### config.mk
export PLATFORM = sky130hd
export DESIGN_NAME = uart_rx_fifo
export DESIGN_NICKNAME = d
export VERILOG_FILES = /design/src/rtl/uart_pkg.sv /design/src/rtl/uart_rx_fifo_mem.sv /design/src/rtl/uart_rx_fifo.sv
export SDC_FILE = /design/constraint.sdc
export NUM_CORES = 1
export LEC_CHECK = 0
export ABC_AREA = 1
export CORE_UTILIZATION = 30
export CTS_BUF_LIST = sky130_fd_sc_hd__clkbuf_16
export DETAILED_ROUTE_END_ITERATION = 16
export DONT_BUFFER_PORTS = 1
export SKIP_CTS_REPAIR_TIMING = 1
export SYNTH_ARGS = -nofsm -noshare
export SYNTH_HDL_FRONTEND = slang
export SYNTH_SLANG_ARGS = --single-unit
### constraint.sdc
create_clock -name bclk -period 3.5 [get_ports bclk]
set_input_delay 0.35 -clock bclk [delete_from_list [all_inputs] [get_ports bclk]]
set_output_delay 0.35 -clock bclk [all_outputs]
set_load 0.01 [all_outputs]
### src/rtl/uart_pkg.sv
// rtl/uart_pkg.sv - shared constants and trigger-level helpers for the UART receive path
package uart_pkg;

  typedef enum logic [1:0] {
    TRIG_1  = 2'b00,
    TRIG_4  = 2'b01,
    TRIG_8  = 2'b10,
    TRIG_HI = 2'b11
  } trig_level_e;

  localparam int DEFAULT_DEPTH       = 16;
  localparam int DEFAULT_TOUT_CYCLES = 704;

  // Map the two-bit trigger code onto an entry count; HI keeps two slots of headroom.
  function automatic int trig_threshold(input logic [1:0] lvl, input int depth);
    case (trig_level_e'(lvl))
      TRIG_1:  return 1;
      TRIG_4:  return 4;
      TRIG_8:  return 8;
      default: return depth - 2;
    endcase
  endfunction

endpackage

### src/rtl/uart_rx_fifo_mem.sv
// rtl/uart_rx_fifo_mem.sv - receive FIFO storage, one write port and one asynchronous read port
module uart_rx_fifo_mem
  import uart_pkg::*;
#(
  parameter int DEPTH = DEFAULT_DEPTH,
  parameter int AW    = 4
) (
  input  logic          clk,
  input  logic          we,
  input  logic [AW-1:0] waddr,
  input  logic [8:0]    wdata,
  input  logic [AW-1:0] raddr,
  output logic [8:0]    rdata
);

  logic [8:0] mem [DEPTH];

  // Contents are deliberately not reset; the pointers decide what is valid.
  always_ff @(posedge clk) begin
    if (we) mem[waddr] <= wdata;
  end

  assign rdata = mem[raddr];

endmodule

### src/rtl/uart_rx_fifo.sv
// rtl/uart_rx_fifo.sv - show-ahead receive FIFO with trigger-level and character-timeout interrupts
module uart_rx_fifo
  import uart_pkg::*;
#(
  parameter int DEPTH       = DEFAULT_DEPTH,
  parameter int AW          = 4,
  parameter int TOUT_CYCLES = DEFAULT_TOUT_CYCLES
) (
  input  logic          bclk,
  input  logic          rstn,
  input  logic          rx_done,
  input  logic [7:0]    rx_dout,
  input  logic          rx_error,
  input  logic          rd_en,
  input  logic          flush,
  input  logic          ovr_clr,
  input  logic [1:0]    trig_level,
  output logic [7:0]    rd_data,
  output logic          rd_err,
  output logic          empty,
  output logic          full,
  output logic [AW:0]   count,
  output logic          overrun,
  output logic          trig_irq,
  output logic          tout_irq
);

  localparam int            TW       = $clog2(TOUT_CYCLES);
  localparam logic [TW-1:0] TOUT_MAX = TW'(TOUT_CYCLES - 1);

  logic [AW-1:0] wr_ptr;
  logic [AW-1:0] rd_ptr;
  logic [AW:0]   count_next;
  logic [AW:0]   thr;
  logic [TW-1:0] tcnt;
  logic          push_ok;
  logic          pop_ok;
  logic          drop;
  logic [8:0]    head;

  // Decide which of push/pop actually take effect this cycle; flush overrides both.
  always_comb begin
    pop_ok     = rd_en & ~empty & ~flush;
    push_ok    = rx_done & (~full | rd_en) & ~flush;
    drop       = rx_done & full & ~rd_en;
    count_next = count + {{AW{1'b0}}, push_ok} - {{AW{1'b0}}, pop_ok};
    if (flush) count_next = '0;
    thr        = (AW+1)'(trig_threshold(trig_level, DEPTH));
  end

  // Pointers, occupancy and the status flags derived from the next occupancy.
  always_ff @(posedge bclk or negedge rstn) begin
    if (!rstn) begin
      wr_ptr   <= '0;
      rd_ptr   <= '0;
      count    <= '0;
      empty    <= 1'b1;
      full     <= 1'b0;
      trig_irq <= 1'b0;
    end else begin
      if (flush) begin
        wr_ptr <= '0;
        rd_ptr <= '0;
      end else begin
        if (push_ok) wr_ptr <= wr_ptr + AW'(1);
        if (pop_ok)  rd_ptr <= rd_ptr + AW'(1);
      end
      count    <= count_next;
      empty    <= (count_next == '0);
      full     <= (count_next == (AW+1)'(DEPTH));
      trig_irq <= (count_next >= thr);
    end
  end

  // Sticky overrun: a dropped push beats a same-cycle clear, and flush leaves it alone.
  always_ff @(posedge bclk or negedge rstn) begin
    if (!rstn)        overrun <= 1'b0;
    else if (drop)    overrun <= 1'b1;
    else if (ovr_clr) overrun <= 1'b0;
  end

  // Idle counter runs only while data sits unread; it saturates one short of the limit.
  always_ff @(posedge bclk or negedge rstn) begin
    if (!rstn)                                   tcnt <= '0;
    else if (flush | push_ok | pop_ok | empty)   tcnt <= '0;
    else if (tcnt != TOUT_MAX)                   tcnt <= tcnt + TW'(1);
  end

  // Timeout interrupt holds until the FIFO sees any accepted activity.
  always_ff @(posedge bclk or negedge rstn) begin
    if (!rstn)                          tout_irq <= 1'b0;
    else if (flush | push_ok | pop_ok)  tout_irq <= 1'b0;
    else if (tcnt == TOUT_MAX)          tout_irq <= 1'b1;
  end

  uart_rx_fifo_mem #(
    .DEPTH (DEPTH),
    .AW    (AW)
  ) u_mem (
    .clk   (bclk),
    .we    (push_ok),
    .waddr (wr_ptr),
    .wdata ({rx_error, rx_dout}),
    .raddr (rd_ptr),
    .rdata (head)
  );

  assign rd_data = empty ? 8'h00 : head[7:0];
  assign rd_err  = ~empty & head[8];

endmodule
==> results of run 1 <==
[stage by stage]
stage          total power (W)  utilization [%]  setup WS [ps]  hold WS, ps
6_report               0.00492             34.8            410         26.0
5_1_grt                0.00519             34.8           50.9        0.488
4_1_cts                0.00493             34.2            393         -417
3_5_place_dp           0.00324             32.1            424         55.4
3_3_place_gp           0.00323             32.1            494         55.4
2_1_floorplan          0.00306                -            744         54.4
[flip-flops by register name, indices dropped and copies added, names as in the netlist]
name and cells:
tcnt 10, rd_ptr 4, tout_irq 1, u_mem.mem 144, wr_ptr 4, overrun 1, full 1, empty 1
trig_irq 1, count 5
[area by class of cell]
type	count	area (µm²)	share of cell area, %
Timing Repair Buffer	34	315	3.57
Tap cell	330	413	4.68
Inverter	113	424	4.81
Multi-Input combinational cell	456	2120	24.0
Clock inverter	14	97.6	1.11
Clock buffer	17	425	4.82
Sequential cell	172	5030	57.0
[report_power, final]
part,switching [W],total [W],leakage [nW],internal [W]
Combinational,0.000593,0.000860,1.73,0.000267
Clock,0.000787,0.00169,0.249,0.000903
Sequential,0.0000836,0.00237,1.67,0.00229
[layer usage]
metal	GRT usage (%)	routed length (µm)	vias up
li1	-	-	2575
met1	17.7	7780	2502
met2	22.9	8440	148
met3	3.78	1120	16
met4	4.16	259	0
met5	0	0	-
[synthesized netlist by cell type, drive strengths merged]
library cell,n
edfxtp,144
nand3,106
nand4,2
xor2,4
dfrtp,27
a21boi,1
ha,15
o21ai,13
nand3b,3
nand2,245
a22o,1
fa,1
buf,28
nor3,15
o21bai,1
a21oi,19
nor2,29
clkbuf,3
dfstp,1
a41oi,1
inv,113
[worst paths after layout]
check	from	endpoint	slack, ps	cells after the start
min	ovr_clr	overrun	30	1
max in group asynchronous	rstn	empty	2920	2
max	empty	trig_irq	410	16
min in group asynchronous	rstn	tcnt[8]	350	2
max reg2reg	empty	trig_irq	410	16
min reg2reg	tcnt[7]	tcnt[7]	490	1
[kinds of logic after synthesis]
| family | count (synthesis) | share of synthesized area, % |
|---|---|---|
| DFF | 172 | 64.5 |
| buffers and inverters | 144 | 8.34 |
| and+or+nand+nor | 400 | 21.6 |
| xor gates and xnor gates | 4 | 0.450 |
| AOI/OAI and AO/OA | 36 | 2.47 |
| adders and majority gates | 16 | 2.67 |
==> flow_summary.yaml, run 1 <==
sta:
  fin_crit_sh_pct: 88.3
  drv_slew: 0
  fmax_mhz: 324
  finalClockSkew_ps: 10.6
  rsz0062_at_grt: "false"
  finalSetupViolations: 0
  hold_viol_final: 0
  tightest_slew_ps: 1080
  slew_headroom_pct: 27.6
  tns_ps: 0
  final.min_clock_period_ps: 3090
clock_tree:
  root_buffer: "clkbuf_16"
  cts_tree: "yes"
  clk_path_buf_depth: 2
  cts.sinks: 172
  clock_latency_ps: 430
  numCtsBuffers: 17
  h-tree-depth: 4
  clkSlewWorstSetupHoldPaths_ps: 70
final_layout:
  antennaDiodeCount: 0
  final_nets: 827
  final_cell_mix: "nand2_1 (244), edfxtp_1 (144), inv_1 (108)"
  num-fill-cells: 2512
  drive_gt1_share_pct: 7.57
  mostFrequentLayoutCell: "nand2_1"
  syn_to_final_growth_pct: 13.2
  stdcell_count: 1136
  finish.instance_area_mm2: 0.00882
routing:
  ant_nets: 0
  wl_mm: 17.6
  avgViaCountPerCell: 4.61
  drt_first_pass_iters: 6
  wl_per_cell_um: 15.5
  vias: 5241
  detail_route.iter0.violations: 389
  remaining_drc_errors: 0
die:
  num_rows: 58
  die_h_um: 163
  start_util_pct: 30.8
  core_mm2: 0.0253
  ios: 36
  die_area_mm2: 0.0266
  die_width_um: 163
power_and_ir_drop:
  p_leak_nw: 3.65
  power_density_mw_per_mm2: 558
  vdd_drop_max_mv: 0.357
logic_synthesis:
  synthesis.area_mm2: 0.00779
  syn_inst: 772
  yosys_warnings: 0
  synthTopCellsByArea: "edfxtp_1 (56%), nand2_1 (12%), dfrtp_1 (8.7%)"
  synth_seq_cells: 172
  postSynthAreaPerCell_um2: 10.1
  syn_nets: 805
  yosys.area.top_type: "edfxtp_1"
  synth_seq_area_share_pct: 64.5
  synth_top_area_share_pct: 55.5
  synth_cell_types: 29
setup_path:
  cp_num_buf_inv: 5
  worstPathCellList: "nor2_1 -> inv_1 -> nor2_1 -> ha_1 -> inv_1 -> ha_1 -> inv_1 -> fa_1 -> inv_1 -> nand2_1 -> nand2_1 -> inv_1 -> ha_1 -> a21boi_0 -> o21ai_0 -> nand3b_1"
  critical_path.slowest_cell: "dfstp_2"
  crit_arrival_ps: 3390
  worstPathMaxFanout: 12
  critPathMostFrequentCell: "inv_1"
  end_kind: "flip-flop"
  max_stage_delay_ps: 470
  startpoint_type: "flip-flop"
  critPathKind: "flip-flop to flip-flop"
  critPathTopFamily: "adder cells"
  crit_required_ps: 3800
place:
  place_area_mm2: 0.00813
  hpwlAfterDp_mm: 10.8
  portBuffers: 0
  dp_cells: 1090
  gp_congestion: 0.828
min_path:
  hold_path_class: "input pin to flip-flop"
run:
  max_cap_viol_count: 0
outcome:
  status: "finished, final reports clean"
global_route:
  gr-usage-all-layers_pct: 13.9
  antenna_found_initial: 1
  grt_overflow: 0
  grt_pass1_wl_mm: 27.4
  grt_max_degree: 75
  grt_pass1_vias: 4953
Power figures use the tool's default switching activity.
==> inputs of run 2 (changes only) <==
--- a/config.mk
+++ b/config.mk
@@ -10,6 +10,7 @@
 export CTS_BUF_LIST = sky130_fd_sc_hd__clkbuf_16
 export DETAILED_ROUTE_END_ITERATION = 16
 export DONT_BUFFER_PORTS = 1
+export PLACE_DENSITY = 0.54
 export SKIP_CTS_REPAIR_TIMING = 1
 export SYNTH_ARGS = -nofsm -noshare
 export SYNTH_HDL_FRONTEND = slang
==> constraint.sdc (replaced) <==
create_clock -name bclk -period 2.6 [get_ports bclk]
set_input_delay 0.26 -clock bclk [delete_from_list [all_inputs] [get_ports bclk]]
set_output_delay 0.26 -clock bclk [all_outputs]
set_load 0.01 [all_outputs]
==> flow_summary.yaml, run 2 (synthesis results as in run 1) <==
outcome:
  status: "finished, final reports clean"
routing:
  ant_nets: 0
  drt_first_pass_iters: 5
  remaining_drc_errors: 0
  vias: 5312
  wl_mm: 18.3
  wl_per_cell_um: 15.7
  avgViaCountPerCell: 4.55
  detail_route.iter0.violations: 440
power_and_ir_drop:
  power.internal_w: 0.00506
  switching_share_pct: 29.5
  vdd_drop_max_mv: 0.369
  clkPwrFrac_pct: 36.0
  p_switching_w: 0.00212
  power_density_mw_per_mm2: 780
  pwr-share-seq_pct: 44.2
  combinationalPowerShare_pct: 19.8
  p_leak_nw: 3.85
setup_path:
  startpoint_type: "flip-flop"
  r2r_setup_slack_ps: 130
  critPathKind: "flip-flop to flip-flop"
  reg2reg_to: "trig_irq"
  worstPathMaxFanout: 3
  reg2reg_depth: 14
  rr_startpoint: "empty"
  end_kind: "flip-flop"
  crit_arrival_ps: 2780
  crit_required_ps: 2910
sta:
  drv_slew: 0
  tightest_slew_ps: 791
  finalClockSkew_ps: 8.33
  fmax_mhz: 405
  final.min_clock_period_ps: 2470
  rsz0062_at_grt: "true"
  finalSetupViolations: 0
  slew_headroom_pct: 47.1
  worst_slack_ps: 132
  hold_viol_final: 0
  fin_crit_sh_pct: 94.9
place:
  dp_cells: 1116
  portBuffers: 0
  pre_cts_ws_ps: 5.44
  hpwlAfterDp_mm: 11.7
  gp_congestion: 0.811
clock_tree:
  cts_tree: "yes"
  numCtsBuffers: 17
  root_buffer: "clkbuf_16"
  clock_latency_ps: 430
  clkSlewWorstSetupHoldPaths_ps: 70
  clk_path_buf_depth: 2
  h-tree-depth: 4
  cts.sinks: 172
global_route:
  grt_pass1_vias: 5046
  grt_max_degree: 39
  antenna_found_initial: 0
  gr-usage-all-layers_pct: 14.3
  grt_pass1_wl_mm: 28.1
  grt_overflow: 0
final_layout:
  top_regs: "u_mem.mem x144, tcnt x10, count x5"
  num-fill-cells: 2514
  utilization_pct: 36.3
  multiInputGateArea_mm2: 0.00218
  top_register: "u_mem.mem"
  antennaDiodeCount: 0
  area.sequential_mm2: 0.00503
  drive_gt1_share_pct: 13.4
  final_nets: 858
  final_cell_mix: "nand2_1 (242), edfxtp_1 (144), nand3_1 (106)"
  largest_reg_flops: 144
  syn_to_final_growth_pct: 18.1
  mostFrequentLayoutCell: "nand2_1"
  stdcell_count: 1168
die:
  die_h_um: 163
  die_width_um: 163
  ios: 36
  num_rows: 58
  die_area_mm2: 0.0266
  core_mm2: 0.0253
  start_util_pct: 30.8
min_path:
  min-delay-start: "flush"
  hold_depth: 3
  worstHoldEndpoint: "count[2]"
  hold_path_class: "input pin to flip-flop"
run:
  max_cap_viol_count: 0
-- run 2: cell count changes in the layout (fill, tap and decap cells not counted), sizes merged --
cell and delta:
inv +3, clkinv -2, clkinvlp -2, bufinv +2
buf +32, dlygate4sd3 -1
-- run 2: power by group through the flow --
stage,combinational (W),sequential (W),clock (W)
final,0.00142,0.00317,0.00259
after CTS,0.00131,0.00317,0.00263
after floorplan,0.000922,0.00321,0
after detailed placement,0.00131,0.00322,0
after global routing,0.00160,0.00318,0.00275
after global placement,0.00129,0.00322,0
-- run 2: cell type report --
class                           count  share of cell area [%]
Clock buffer                       17                    4.62
Clock inverter                     15                    1.88
Inverter                          113                    4.61
Multi-Input combinational cell    456                    23.7
Sequential cell                   172                    54.7
Tap cell                          330                    4.49
Timing Repair Buffer               65                    6.07
-- run 2: layer usage --
| layer | GRT usage, % | up-vias | share of wire [%] |
|---|---|---|---|
| met5 | 0 | - | 0 |
| met4 | 4.80 | 0 | 1.5 |
| met3 | 4.49 | 18 | 6.5 |
| met2 | 22.9 | 129 | 47 |
| met1 | 18.3 | 2536 | 45 |
| li1 | - | 2629 | - |
-- run 2: worst max-delay path by stage --
stage,from,end,slack (ps)
final,empty,trig_irq,130
after global routing,full,trig_irq,-80
after CTS,empty,trig_irq,2
after detailed placement,empty,trig_irq,5
after global placement,empty,trig_irq,50
after floorplan,empty,trig_irq,9
-- run 2: through the flow --
step,area [µm²],total power (W),hold WS (ps),setup TNS (ps)
final,9200,0.00718,20.1,0
after global routing,9200,0.00754,21.1,-80.2
after global placement,8370,0.00452,-34.3,0
after detailed placement,8370,0.00453,-34.4,0
after CTS,8970,0.00711,-500,0
after floorplan,7820,0.00413,-35.6,0
-- run 2: critical path, cell delays in order, from the launching register on --
cell	delay, ps
dfstp_2	560
nor2_4	40
inv_2	70
nor2_4	50
ha_4	250
inv_2	40
ha_4	150
inv_2	40
fa_2	420
nor2_2	150
ha_1	240
o21ai_1	100
a21boi_2	70
o21ai_1	110
nand3b_1	80
